--- src/rtl/pattern_gen_pkg.sv ---
// Shared types and helpers for the wide SRAM pattern generator.
package pattern_gen_pkg;

  typedef enum logic [1:0] {
    PG_IDLE  = 2'd0,
    PG_FETCH = 2'd1,
    PG_HOLD  = 2'd2,
    PG_DONE  = 2'd3
  } pg_state_e;

  localparam int PG_MAX_BEATS = 4;
  localparam int PG_BEAT_W    = 2;

  // A step must be long enough to prefetch every beat of the next word.
  function automatic logic [31:0] pg_period(input logic [31:0] ts, input logic [31:0] beats);
    return ((ts + 32'd1) > (beats + 32'd1)) ? (ts + 32'd1) : (beats + 32'd1);
  endfunction

endpackage

--- src/rtl/pg_beat_fetch.sv ---
// Reads BEATS consecutive SRAM bytes per request into a shadow word, wrapping end->start.
module pg_beat_fetch
  import pattern_gen_pkg::*;
#(
  parameter int ADDR_W = 19,
  parameter int BEATS  = 2
) (
  input  logic                 clk,
  input  logic                 rst_n,
  input  logic                 load,
  input  logic                 clr,
  input  logic                 req,
  input  logic [ADDR_W-1:0]    start_addr,
  input  logic [ADDR_W-1:0]    end_addr,
  input  logic [7:0]           sram_data,
  output logic [ADDR_W-1:0]    addr,
  output logic                 word_valid,
  output logic                 word_last,
  output logic [8*BEATS-1:0]   word
);

  logic [ADDR_W-1:0]       start_q, end_q;
  logic [PG_BEAT_W-1:0]    beat;
  logic                    busy;
  logic [BEATS-1:0][7:0]   shadow;
  logic                    at_end;

  assign at_end = (addr == end_q);
  assign word   = shadow;

  always_ff @(posedge clk or negedge rst_n) begin
    if (!rst_n) begin
      addr       <= '0;
      start_q    <= '0;
      end_q      <= '0;
      beat       <= '0;
      busy       <= 1'b0;
      word_valid <= 1'b0;
      word_last  <= 1'b0;
    end else begin
      word_valid <= 1'b0;
      if (clr) begin
        addr      <= '0;
        beat      <= '0;
        busy      <= 1'b0;
        word_last <= 1'b0;
      end else if (load) begin
        start_q   <= start_addr;
        end_q     <= end_addr;
        addr      <= start_addr;
        beat      <= '0;
        busy      <= 1'b1;
        word_last <= 1'b0;
      end else begin
        // Data for the address driven this cycle is captured at this edge.
        if (busy) begin
          addr <= at_end ? start_q : addr + ADDR_W'(1);
          beat <= beat + PG_BEAT_W'(1);
          if (beat == PG_BEAT_W'(BEATS - 1)) begin
            busy       <= 1'b0;
            word_valid <= 1'b1;
            word_last  <= at_end;
          end
        end
        if (req) begin
          busy <= 1'b1;
          beat <= '0;
        end
      end
    end
  end

  always_ff @(posedge clk or negedge rst_n) begin
    if (!rst_n) begin
      shadow <= '0;
    end else if (busy && !clr && !load) begin
      for (int i = 0; i < BEATS; i++)
        if (beat == PG_BEAT_W'(i)) shadow[i] <= sram_data;
    end
  end

endmodule

--- src/rtl/pattern_gen_wide.sv ---
// Streams an SRAM pattern as BEATS-byte GPIO words with prescale, repeat, abort and config checks.
module pattern_gen_wide
  import pattern_gen_pkg::*;
#(
  parameter int ADDR_W = 19,
  parameter int BEATS  = 2,
  parameter int GPIO_W = 8 * BEATS,
  parameter int TS_W   = 16,
  parameter int REP_W  = 8
) (
  input  logic              clk,
  input  logic              rst_n,
  input  logic              start,
  input  logic              stop,
  input  logic [ADDR_W-1:0] cfg_start_addr,
  input  logic [ADDR_W-1:0] cfg_end_addr,
  input  logic [TS_W-1:0]   cfg_timestep,
  input  logic [REP_W-1:0]  cfg_repeat,
  input  logic [7:0]        sram_data,
  output logic [ADDR_W-1:0] sram_addr,
  output logic              pattern_active,
  output logic              pattern_done,
  output logic              cfg_err,
  output logic [GPIO_W-1:0] gpio_out
);

  pg_state_e         state;
  logic [TS_W:0]     cnt;
  logic [REP_W-1:0]  pass_cnt, pass_inc;
  logic [TS_W-1:0]   ts_q;
  logic [REP_W-1:0]  rep_q;
  logic              final_q;

  logic [ADDR_W:0]   span;
  logic              cfg_ok, accept, abort, cnt_last, last_now, fetch_req;
  logic [31:0]       period;
  logic              word_valid, word_last;
  logic [GPIO_W-1:0] word;

  assign span   = {1'b0, cfg_end_addr} - {1'b0, cfg_start_addr} + (ADDR_W+1)'(1);
  assign cfg_ok = (cfg_start_addr <= cfg_end_addr) && ((span % (ADDR_W+1)'(BEATS)) == '0);
  assign abort  = stop && (state != PG_IDLE);
  assign accept = (state == PG_IDLE) && start && !stop && cfg_ok;

  assign period   = pg_period(32'(ts_q), 32'(BEATS));
  assign cnt_last = (32'(cnt) == (period - 32'd1));
  assign pass_inc = pass_cnt + REP_W'(1);
  // The word about to be shown closes the final pass; nothing further to prefetch.
  assign last_now = word_last && (rep_q != '0) && (pass_inc == rep_q);

  assign fetch_req = !abort && !last_now &&
                     (((state == PG_FETCH) && word_valid) ||
                      ((state == PG_HOLD) && cnt_last && !final_q));

  pg_beat_fetch #(.ADDR_W(ADDR_W), .BEATS(BEATS)) u_fetch (
    .clk        (clk),
    .rst_n      (rst_n),
    .load       (accept),
    .clr        (abort),
    .req        (fetch_req),
    .start_addr (cfg_start_addr),
    .end_addr   (cfg_end_addr),
    .sram_data  (sram_data),
    .addr       (sram_addr),
    .word_valid (word_valid),
    .word_last  (word_last),
    .word       (word)
  );

  always_ff @(posedge clk or negedge rst_n) begin
    if (!rst_n) begin
      state          <= PG_IDLE;
      cnt            <= '0;
      pass_cnt       <= '0;
      ts_q           <= '0;
      rep_q          <= '0;
      final_q        <= 1'b0;
      gpio_out       <= '0;
      pattern_active <= 1'b0;
      pattern_done   <= 1'b0;
      cfg_err        <= 1'b0;
    end else begin
      pattern_done <= 1'b0;
      cfg_err      <= 1'b0;
      if (abort) begin
        state          <= PG_IDLE;
        pattern_active <= 1'b0;
        gpio_out       <= '0;
        final_q        <= 1'b0;
      end else begin
        case (state)
          PG_IDLE: begin
            if (start && !stop) begin
              if (cfg_ok) begin
                ts_q           <= cfg_timestep;
                rep_q          <= cfg_repeat;
                pass_cnt       <= '0;
                final_q        <= 1'b0;
                pattern_active <= 1'b1;
                state          <= PG_FETCH;
              end else begin
                cfg_err <= 1'b1;
              end
            end
          end
          PG_FETCH: begin
            if (word_valid) begin
              gpio_out <= word;
              cnt      <= '0;
              final_q  <= last_now;
              state    <= PG_HOLD;
              if (word_last) pass_cnt <= pass_inc;
            end
          end
          PG_HOLD: begin
            if (cnt_last) begin
              if (final_q) begin
                state          <= PG_DONE;
                pattern_done   <= 1'b1;
                pattern_active <= 1'b0;
              end else begin
                gpio_out <= word;
                cnt      <= '0;
                final_q  <= last_now;
                if (word_last) pass_cnt <= pass_inc;
              end
            end else begin
              cnt <= cnt + (TS_W+1)'(1);
            end
          end
          PG_DONE: state <= PG_IDLE;
          default: state <= PG_IDLE;
        endcase
      end
    end
  end

endmodule

--- config.mk ---
export PLATFORM = sky130hd
export DESIGN_NAME = pattern_gen_wide
export DESIGN_NICKNAME = d
export VERILOG_FILES = /design/src/rtl/pattern_gen_pkg.sv /design/src/rtl/pg_beat_fetch.sv /design/src/rtl/pattern_gen_wide.sv
export SDC_FILE = /design/constraint.sdc
export NUM_CORES = 1
export LEC_CHECK = 0
export BUFFER_PORTS_ARGS = -buffer_cell sky130_fd_sc_hd__buf_2
export CELL_PAD_IN_SITES_DETAIL_PLACEMENT = 1
export CELL_PAD_IN_SITES_GLOBAL_PLACEMENT = 1
export CORE_MARGIN = 2
export CORE_UTILIZATION = 47
export CTS_BUF_LIST = sky130_fd_sc_hd__clkbuf_4 sky130_fd_sc_hd__clkbuf_8
export DETAILED_ROUTE_END_ITERATION = 8
export PLACE_DENSITY = 0.83
export SYNTH_ARGS = -nofsm -noshare
export SYNTH_HDL_FRONTEND = slang
export SYNTH_SLANG_ARGS = --single-unit
--- constraint.sdc ---
create_clock -name clk -period 5.6 [get_ports clk]
set_input_delay 0.28 -clock clk [delete_from_list [all_inputs] [get_ports clk]]
set_output_delay 0.28 -clock clk [all_outputs]
set_load 0.03 [all_outputs]
# Word-level counts from Yosys, hierarchy flattened
# Index checks and enable logic that the tools add are counted.
dict set report totals {
  reg_bits 149
  latchBits 0
  ram_bits 0
  romBits 0
  word_cells 160
  memories 0
}
dict set report op_classes {
  addsub 8
  multipliers 0
  div 0
  n_lt_le_gt_ge 2
  n_eq_ne 19
  shifts 0
  n_mux 66
  bitwise_logic 1
  reduce_logical 45
}
# op n
set op_table {}
lappend op_table {{19-bit two-way mux} 4}
lappend op_table {{17-bit two-way mux} 4}
lappend op_table {{16-bit two-way mux} 4}
lappend op_table {{8-bit two-way mux} 6}
lappend op_table {{17-bit one-hot mux with 2 select lines} 1}
lappend op_table {{17-bit by 32-bit equality test with 1-bit output} 1}
lappend op_table {{32-bit by 2-bit > comparator with 1-bit output (second input constant)} 1}
lappend op_table {{1-bit two-way mux} 32}
lappend op_table {{16-bit one-hot mux with 2 select lines} 1}
lappend op_table {{8-bit one-hot mux with 3 select lines} 1}
lappend op_table {{20-bit zero test} 1}
lappend op_table {{2-bit two-way mux} 10}
lappend op_table {{19-bit by 1-bit adder with 19-bit output (second input constant)} 1}
lappend op_table {{19-bit equality test} 1}
lappend op_table {{19-bit less-or-equal comparator} 1}
lappend op_table {{17-bit by 1-bit subtractor with 18-bit output (second input constant)} 1}
lappend op_table {{16-bit by 1-bit adder with 17-bit output (second input constant)} 1}
lappend op_table {{17-bit by 1-bit adder with 17-bit output (second input constant)} 1}
lappend op_table {{1-bit logical AND} 15}
lappend op_table {{5-bit AND reduction} 3}
lappend op_table {{3-bit nonzero test} 5}
lappend op_table {{3-bit by 2-bit inequality test with 1-bit output (second input constant)} 4}
lappend op_table {{4-bit AND reduction} 3}
lappend op_table {{8-bit by 1-bit adder with 8-bit output (second input constant)} 1}
lappend op_table {{other kinds (22)} 38}

# Depth between registers and ports, before layout
# Gate-level depths: netlist of the first run.
dict set report depth {
  ltp_word 12
  mapped_depth 23
  ltp_nobuf 18
}

# Cells and area by module
# From an unflattened synthesis of the first run, not the netlist that was laid out.
dict set report hier_totals {
  cells_unflattened 1009
  area_unflattened_um2 9354.0
}
# module instances cells_per_inst area_per_inst_um2 seq_area_each_um2
set by_module_without_submodules {}
lappend by_module_without_submodules {pattern_gen_wide 1 588 5373.9 1776.7}
lappend by_module_without_submodules {pg_beat_fetch 1 421 3980.1 1951.9}

# Least setup slack after synthesis of the first run
# Ideal clock, no wire load.
dict set report synth_path {
  kind {register to register}
  startpoint {reg ts_q[1]}
  endpoint {reg gpio_out[10]}
  setup_time_ns 0.121
  arrival_time_ns 4.520
  slack_ns 0.959
  path_stages_with_launch 22
  cell_sequence {dfrtp_1 > buf_2 > and3_1 > buf_4 > a311oi_1 > or3_1 > clkbuf_1 > nand2_1 > or2_1 > and2_1 > ha_1 > or4b_4 > o31ai_2 > nor2_1 > a2111oi_1 > o2111a_1 > nand4_1 > a2111oi_4 > nand4b_2 > a31o_2 > buf_6 > a22o_1}
}
dict set report synth_via {
  elab_chain_cells 7
}
# element line_no
set synth_rtl {}
lappend synth_rtl {{start, declared} pattern_gen_wide.sv:30} ;# logic [TS_W-1:0] ts_q;
lappend synth_rtl {{start signal, assigned} pattern_gen_wide.sv:95} ;# ts_q <= cfg_timestep;
lappend synth_rtl {{16-bit by 1-bit adder with 17-bit output (*)} pattern_gen_pkg.sv:16} ;# return ((ts + 32'd1) > (beats + 32'd1)) ? (ts + 32'd1) : (beats + 32'd1);
lappend synth_rtl {{32-bit by 2-bit > comparator with 1-bit output} pattern_gen_pkg.sv:16}
lappend synth_rtl {{17-bit two-way mux (*)} pattern_gen_pkg.sv:16}
lappend synth_rtl {{17-bit by 1-bit subtractor with 18-bit output (*)} pattern_gen_wide.sv:46} ;# assign cnt_last = (32'(cnt) == (period - 32'd1));
lappend synth_rtl {{17-bit by 32-bit equality test with 1-bit output (*)} pattern_gen_wide.sv:46}
lappend synth_rtl {{3-bit by 2-bit inequality test with 1-bit output (no source line) (*)} -}
lappend synth_rtl {{4-bit AND reduction (no source line) (*)} -}
lappend synth_rtl {{end signal, assigned} pattern_gen_wide.sv:108} ;# gpio_out <= word;
lappend synth_rtl {{end signal, assigned} pattern_gen_wide.sv:122} ;# gpio_out <= word;
lappend synth_rtl {{end, declared} pattern_gen_wide.sv:24} ;# output logic [GPIO_W-1:0] gpio_out
# Mark *: on every way between the ends. The rest lies on a longest branch, timed or not.
# A chain may end at the register's enable or synchronous reset.

# Worst setup path in the final report of the first run
dict set report layout_path {
  startpoint {reg ts_q[6]}
  endpoint {reg state[0]}
}
dict set report layout_via {
  elab_chain_cells 7
}
# element line_no
set layout_rtl {}
lappend layout_rtl {{16-bit by 1-bit adder with 17-bit output (*)} pattern_gen_pkg.sv:16}
lappend layout_rtl {{32-bit by 2-bit > comparator with 1-bit output} pattern_gen_pkg.sv:16}
lappend layout_rtl {{17-bit two-way mux (*)} pattern_gen_pkg.sv:16}
lappend layout_rtl {{17-bit by 1-bit subtractor with 18-bit output (*)} pattern_gen_wide.sv:46}
lappend layout_rtl {{17-bit by 32-bit equality test with 1-bit output (*)} pattern_gen_wide.sv:46}
lappend layout_rtl {{3-bit by 2-bit inequality test with 1-bit output (no source line) (*)} -}
lappend layout_rtl {{5-bit AND reduction (no source line) (*)} -}
lappend layout_rtl {{end signal, assigned} pattern_gen_wide.sv:72} ;# state <= PG_IDLE;
lappend layout_rtl {{end signal, assigned} pattern_gen_wide.sv:86} ;# state <= PG_IDLE;
lappend layout_rtl {{end signal, assigned} pattern_gen_wide.sv:100} ;# state <= PG_FETCH;
lappend layout_rtl {{end, declared} pattern_gen_wide.sv:27} ;# pg_state_e state;
# Marked as above.

==> results.tsv, run 1 <==
metric	value	unit
outcome	finished clean	
wl_per_cell	19.9	um
clk_pin_slew	0.09	ns
worst-r2r-setup-slack	0.34	ns
drv_slew	0	
antenna_cells	0	
required	5.97	ns
cts_buffers	17	
hold_ws	0.0295	ns
path_class	register to register	
clock_skew	0.0234	ns
grt_pass1_vias	8808	
synth_edf_count	0	
detailedPlace.worstSlack	0.273	ns
fin_area	10500	um2
layout_setup_ws	0.339	ns
period_needed	5.26	ns
grt_pass1_wl	45700	um
reg2reg_to	state[0]	
cts_tree	yes	
dp_hpwl	19900	um
port_buffers	111	
worstSetupStartpointType	register	
critPathMaxFanout	10	
ctsHtreeMaxLevel	4	
synthTopCellsByArea	dfrtp_1, mux2_2, nand2_1, xnor2_1, ha_1	
rows	51	
drive_above_1_share	0.216	
tns	0	ns
cap_violations	0	
peakVddDrop	0.288	mV
synth_ff_type	dfrtp_1	
yosysSeqAreaShare	0.400	
ios	112	
gp_congestion	0.878	
finalCritPeriodShare	0.940	
vias	8314	
syn2layout_area_growth	12.6	%
async_reset_ff_frac	1.00	
syn_inst	1015	
min_path_type	input pin to register	
drc	0	
fillerInstances	2297	
crit-reg2reg-launch	ts_q[6]	
nets	1210	
drt-initial-drc-count	518	
yosys_warnings	0	
grt_max_degree	105	
grt_overflow_total	0	
antenna_found_initial	1	
synth_top_cell_area_share	0.400	
syn_nets	1119	
root_buffer	clkbuf_8	
setup_violations	0	
synth_area_leader_cell	dfrtp_1	
grt_usage	0.268	
utilization	0.540	
clk_path_buf_depth	2	
rsz0062_at_grt	false	
min_path_cells	3	
die_w	145	um
viasPerCell	6.01	
cp-startpoint	ts_q[6]	
ant_nets	0	
tightestPinTransition	0.983	ns
syn_area	9330	um2
fmax	190	MHz
arrival	5.63	ns
die_y	145	um
end_kind	register	
crit_path_end	state[0]	
clock_sinks	149	
clk_latency	0.48	ns
ys_seq_elements	149	
p_leak	4.76	nW
drt_wl_total	27500	um
place_area	10100	um2
synth.distinct_cells	87	
drtPass1Iterations	4	
core	19500	um2
ff2ff_path_depth	18	
power.density	498	nW/um2
max-slew-margin-rel	0.345	
die_area	21000	um2
start_util	0.479	
syn_area_per_cell	9.19	um2
hold_viol_final	0	
-- where the power goes --
| group | total (W) | internal, W | switching, W |
|---|---|---|---|
| Clock | 0.000846 | 0.000333 | 0.000513 |
| Combinational | 0.00241 | 0.000996 | 0.00142 |
| Sequential | 0.00197 | 0.00148 | 0.000490 |
| Total | 0.00523 | 0.00281 | 0.00242 |
-- timing repair --
item                                    in CTS  in global routing
gates resized for setup                      0                  4
hold buffers                                 1                  0
endpoints found under the setup margin       0                 27
buffers inserted                             0                  0
hold endpoints to repair                    76                  0
-- placed cells by master, fill, tap and decap left out, types with 5 or more instances in the layout --
master	n
a21o_1	11
a21oi_1	66
a22o_1	19
a22oi_1	6
and2_1	10
and3_1	10
and4_1	5
buf_2	110
buf_4	20
clkbuf_8	17
dfrtp_1	147
ha_1	29
inv_1	43
mux2_2	46
mux2i_1	11
nand2_1	129
nand2b_1	6
nand3_1	39
nand4_1	23
nor2_1	44
nor3_1	21
nor4_1	12
o211ai_1	9
o21ai_0	68
o21ai_1	7
o22ai_1	10
o31ai_1	8
or3_1	9
or4_1	8
xnor2_1	54
xor2_1	15
-- state kept, by name, summed over array words and instances (netlist names), 2 cells and up --
signal / cells
u_fetch.addr: 19
u_fetch.end_q: 19
u_fetch.word: 16
u_fetch.start_q: 19
cnt: 17
gpio_out: 16
u_fetch.beat: 2
pass_cnt: 8
rep_q: 8
state: 2
ts_q: 16
-- how the worst min path moves through the flow --
stage	from	endpoint	slack [ns]
2_1_floorplan	rst_n	cfg_err	-0.02
3_3_place_gp	u_fetch.start_q[6]	u_fetch.start_q[6]	0.46
3_5_place_dp	u_fetch.start_q[6]	u_fetch.start_q[6]	0.46
4_1_cts	cfg_start_addr[4]	u_fetch.start_q[4]	0.02
5_1_grt	cfg_timestep[6]	ts_q[6]	0.02
6_report	cfg_timestep[8]	ts_q[8]	0.03
-- cells by family after synthesis --
kind of cell / after synthesis / synth area share
fa+ha+maj: 30 / 0.0402
mux: 58 / 0.0688
simple gates: 346 / 0.193
compound gates: 259 / 0.183
flops: 149 / 0.400
xor+xnor: 70 / 0.0673
buf+inv: 103 / 0.0480
-- cell type report --
cell class | count | area (um2) | area share
clock buffers | 17 | 234 | 0.0223
clock inverters | 15 | 156 | 0.0149
inverters | 43 | 161 | 0.0154
multi-input cells | 763 | 5170 | 0.492
flip-flops and latches | 149 | 3730 | 0.355
well taps | 265 | 332 | 0.0315
repair buffers | 132 | 722 | 0.0687
-- per-stage QoR --
stage | total power [W] | std cells
floorplan | 0.00366 | 1015
global placement | 0.00422 | 1351
detailed placement | 0.00437 | 1351
CTS | 0.00523 | 1384
global route | 0.00559 | 1384
finish | 0.00523 | 1384
-- synth_stat cells (all sizes together) (11+ instances only) --
cell type,n
dfrtp,149
nand2,130
o21ai,75
a21oi,68
xnor2,54
mux2,46
nor2,44
inv,43
nand3,41
clkbuf,37
ha,30
nand4,25
buf,23
nor3,21
a22o,19
xor2,15
nor4,14
mux2i,12
a21o,11
and2,11
-- routing by layer --
layer | vias to the layer above | GRT usage | wire length, um
met5 | - | 0 | 13
met4 | 2 | 0.0723 | 544
met3 | 48 | 0.0509 | 1110
met2 | 205 | 0.457 | 13400
met1 | 4213 | 0.350 | 12400
li1 | 3846 | - | -
-- critical path, stage by stage, from the launching register on --
cell	delay, ns
dfrtp_1	0.59
nand4_4	0.26
a311oi_1	0.45
a21oi_1	0.20
nand2_1	0.23
or2_1	0.20
and2_1	0.14
ha_1	0.20
or4b_4	0.48
o31ai_2	0.10
nor2_1	0.10
a2111oi_1	0.42
o2111a_1	0.29
o211ai_1	0.10
nor4bb_1	0.50
buf_4	0.25
nand4bb_1	0.14
a31o_1	0.28
a22o_1	0.23
Note: power is estimated with default switching activity, not from simulation.
==> inputs of run 2 (changes only) <==
--- a/config.mk
+++ b/config.mk
@@ -8,6 +8,7 @@
 export BUFFER_PORTS_ARGS = -buffer_cell sky130_fd_sc_hd__buf_2
 export CELL_PAD_IN_SITES_DETAIL_PLACEMENT = 1
 export CELL_PAD_IN_SITES_GLOBAL_PLACEMENT = 1
+export CORE_ASPECT_RATIO = 1.75
 export CORE_MARGIN = 2
 export CORE_UTILIZATION = 47
 export CTS_BUF_LIST = sky130_fd_sc_hd__clkbuf_4 sky130_fd_sc_hd__clkbuf_8
==> results.tsv, run 2 (synthesis gave the netlist of run 1 again) <==
metric	value	unit	change
outcome	finished clean		
syn2layout_area_growth	12.9	%	
met2_usage	0.501		+0.0447
gp_congestion	0.929		+5.9%
layout_commonest_cell	dfrtp_1		
tightestPinTransition	0.896	ns	-0.0862 ns
fmax	192	MHz	+0.92%
cts_tree	yes		
detailedPlace.worstSlack	0.389	ns	+0.116 ns
min_path_cells	3		unchanged
fin_cells	1374		-0.72%
finalCritPeriodShare	0.931		-0.00861
viasPerCell	5.93		-1.2%
cap_violations	0		unchanged
arrival	5.58	ns	-0.05 ns
clk_latency	0.49	ns	about the same
drc	0		unchanged
grt_max_degree	98		-6.7%
clock_skew	0.0173	ns	-0.00604 ns
root_buffer	clkbuf_8		
reg2reg_to	gpio_out[11]		
crit_chain	nand4_2, or4_4, o2111ai_2, or2_1, and2_1, ha_1, or4b_4, o31ai_2, nor2_1, a2111oi_1, o2111a_1, nand4_1, a2111oi_4, nand4b_2, a31o_2, a22o_1		
min_path_type	input pin to register		
period_needed	5.21	ns	-0.0482 ns
hold_start	cfg_timestep[0]		
slowest_stage	dfrtp_1		
ios	112		unchanged
grt_pass1_wl	44400	um	-2.9%
drt-initial-drc-count	253		-51%
critPathMaxFanout	16		+6
nets	1221		+0.91%
peakVddDrop	0.277	mV	-3.6%
drive_above_1_share	0.216		about the same
ant_nets	0		unchanged
clock_sinks	149		unchanged
wl_per_cell	19.9	um	about the same
met1_usage	0.272		-0.0780
drtPass1Iterations	4		unchanged
post_cts_resized	0		unchanged
cpPeakStageDelay	0.59	ns	about the same
p_leak	4.80	nW	+0.75%
most-common-layout-cells	dfrtp_1, nand2_1, buf_2, o21ai_0, a21oi_1		
tns	0	ns	unchanged
die_y	190	um	+31%
ctsHtreeMaxLevel	4		unchanged
rows	68		+33%
cts_buffers	17		unchanged
die_area	21000	um2	+0.21%
grt_usage	0.264		-0.00426
drt_wl_total	27300	um	-0.80%
hold_viol_final	0		unchanged
max-slew-margin-rel	0.402		+0.0574
grt_overflow_total	0		unchanged
clk_path_buf_depth	2		unchanged
end_kind	register		
antenna_cells	0		unchanged
worstSetupStartpointType	register		
crit-reg2reg-launch	ts_q[5]		
use_met3	0.0413		-0.00962
clk_pin_slew	0.08	ns	about the same
port_buffers	111		unchanged
grt.busiest_layer	met2		
top_regs	u_fetch.addr: 19 flops, u_fetch.end_q: 19 flops, u_fetch.start_q: 19 flops		
core	19600	um2	+0.55%
die_w	111	um	-24%
vias	8151		-2.0%
dp.cells	1338		-0.96%
grt_pass1_vias	8753		-0.62%
rsz0062_at_grt	false		
setup_violations	0		unchanged
drv_slew	0		unchanged
path_class	register to register		
critPathTopFamily	compound AO/OA/AOI/OAI gates		
min_delay_worst_endpoint	ts_q[0]		
start_util	0.477		-0.00261
dp_hpwl	20700	um	+4.1%
fillerInstances	2325		+1.2%
cp.buffers_inverters	0		-1
antenna_found_initial	0		-1
required	5.97	ns	about the same
worst-r2r-setup-slack	0.39	ns	+0.05 ns
hold_ws	0.0305	ns	+0.000999 ns
power.density	493	nW/um2	-0.90%
ff2ff_path_depth	16		-2
layout_setup_ws	0.387	ns	+0.0482 ns
## run 2: cell types whose count changed in the layout (fill, tap and decap cells not counted), sizes merged
cell and change:
buf +7, inv -4, clkinvlp +1, clkbuf +2
dlygate4sd3 +4
## run 2: worst max-delay path by stage
| stage | depth (start not counted) | endpoint | start |
|---|---|---|---|
| 6_report | 16 | gpio_out[11] | ts_q[5] |
| 5_1_grt | 19 | gpio_out[11] | ts_q[1] |
| 4_1_cts | 16 | gpio_out[10] | ts_q[5] |
| 3_5_place_dp | 16 | gpio_out[10] | ts_q[5] |
| 3_3_place_gp | 16 | gpio_out[6] | ts_q[5] |
| 2_1_floorplan | 21 | gpio_out[10] | ts_q[1] |
## run 2: layout make-up
type / count / area (um2) / share of cell area
multi-input cells: 763 / 5170 / 0.491
clock inverters: 12 / 98.8 / 0.00938
flip-flops and latches: 149 / 3730 / 0.354
clock buffers: 19 / 255 / 0.0242
repair buffers: 143 / 815 / 0.0773
well taps: 245 / 307 / 0.0291
inverters: 43 / 161 / 0.0153
## run 2: through the flow
stage	instance area (um2)	total power (W)	utilization
finish	10500	0.00520	0.538
global route	10500	0.00556	0.538
CTS	10500	0.00524	0.538
detailed placement	10100	0.00444	0.518
global placement	10100	0.00431	0.518
floorplan	9330	0.00366	-
## run 2: timing repair
action                    CTS  global route
hold endpoints to repair  100             0
buffers inserted            0             0
hold buffers                5             0
## run 2: where the power goes
part,internal [W],switching [W]
Clock,0.000327,0.000446
Sequential,0.00148,0.000435
Combinational,0.00103,0.00147
## run 2: routing by layer
metal,up-vias,wire (um)
met5,-,0
met4,0,1400
met3,76,718
met2,162,15100
met1,4052,10100
li1,3861,-
## run 2: worst reg2reg max path: stages, from the launching register on
cell and delay, ns:
dfrtp_1 0.59, nand4_2 0.18, or4_4 0.58, o2111ai_2 0.38
or2_1 0.22, and2_1 0.16, ha_1 0.22, or4b_4 0.48
o31ai_2 0.10, nor2_1 0.09, a2111oi_1 0.38, o2111a_1 0.28
nand4_1 0.17, a2111oi_4 0.36, nand4b_2 0.23, a31o_2 0.42
a22o_1 0.28
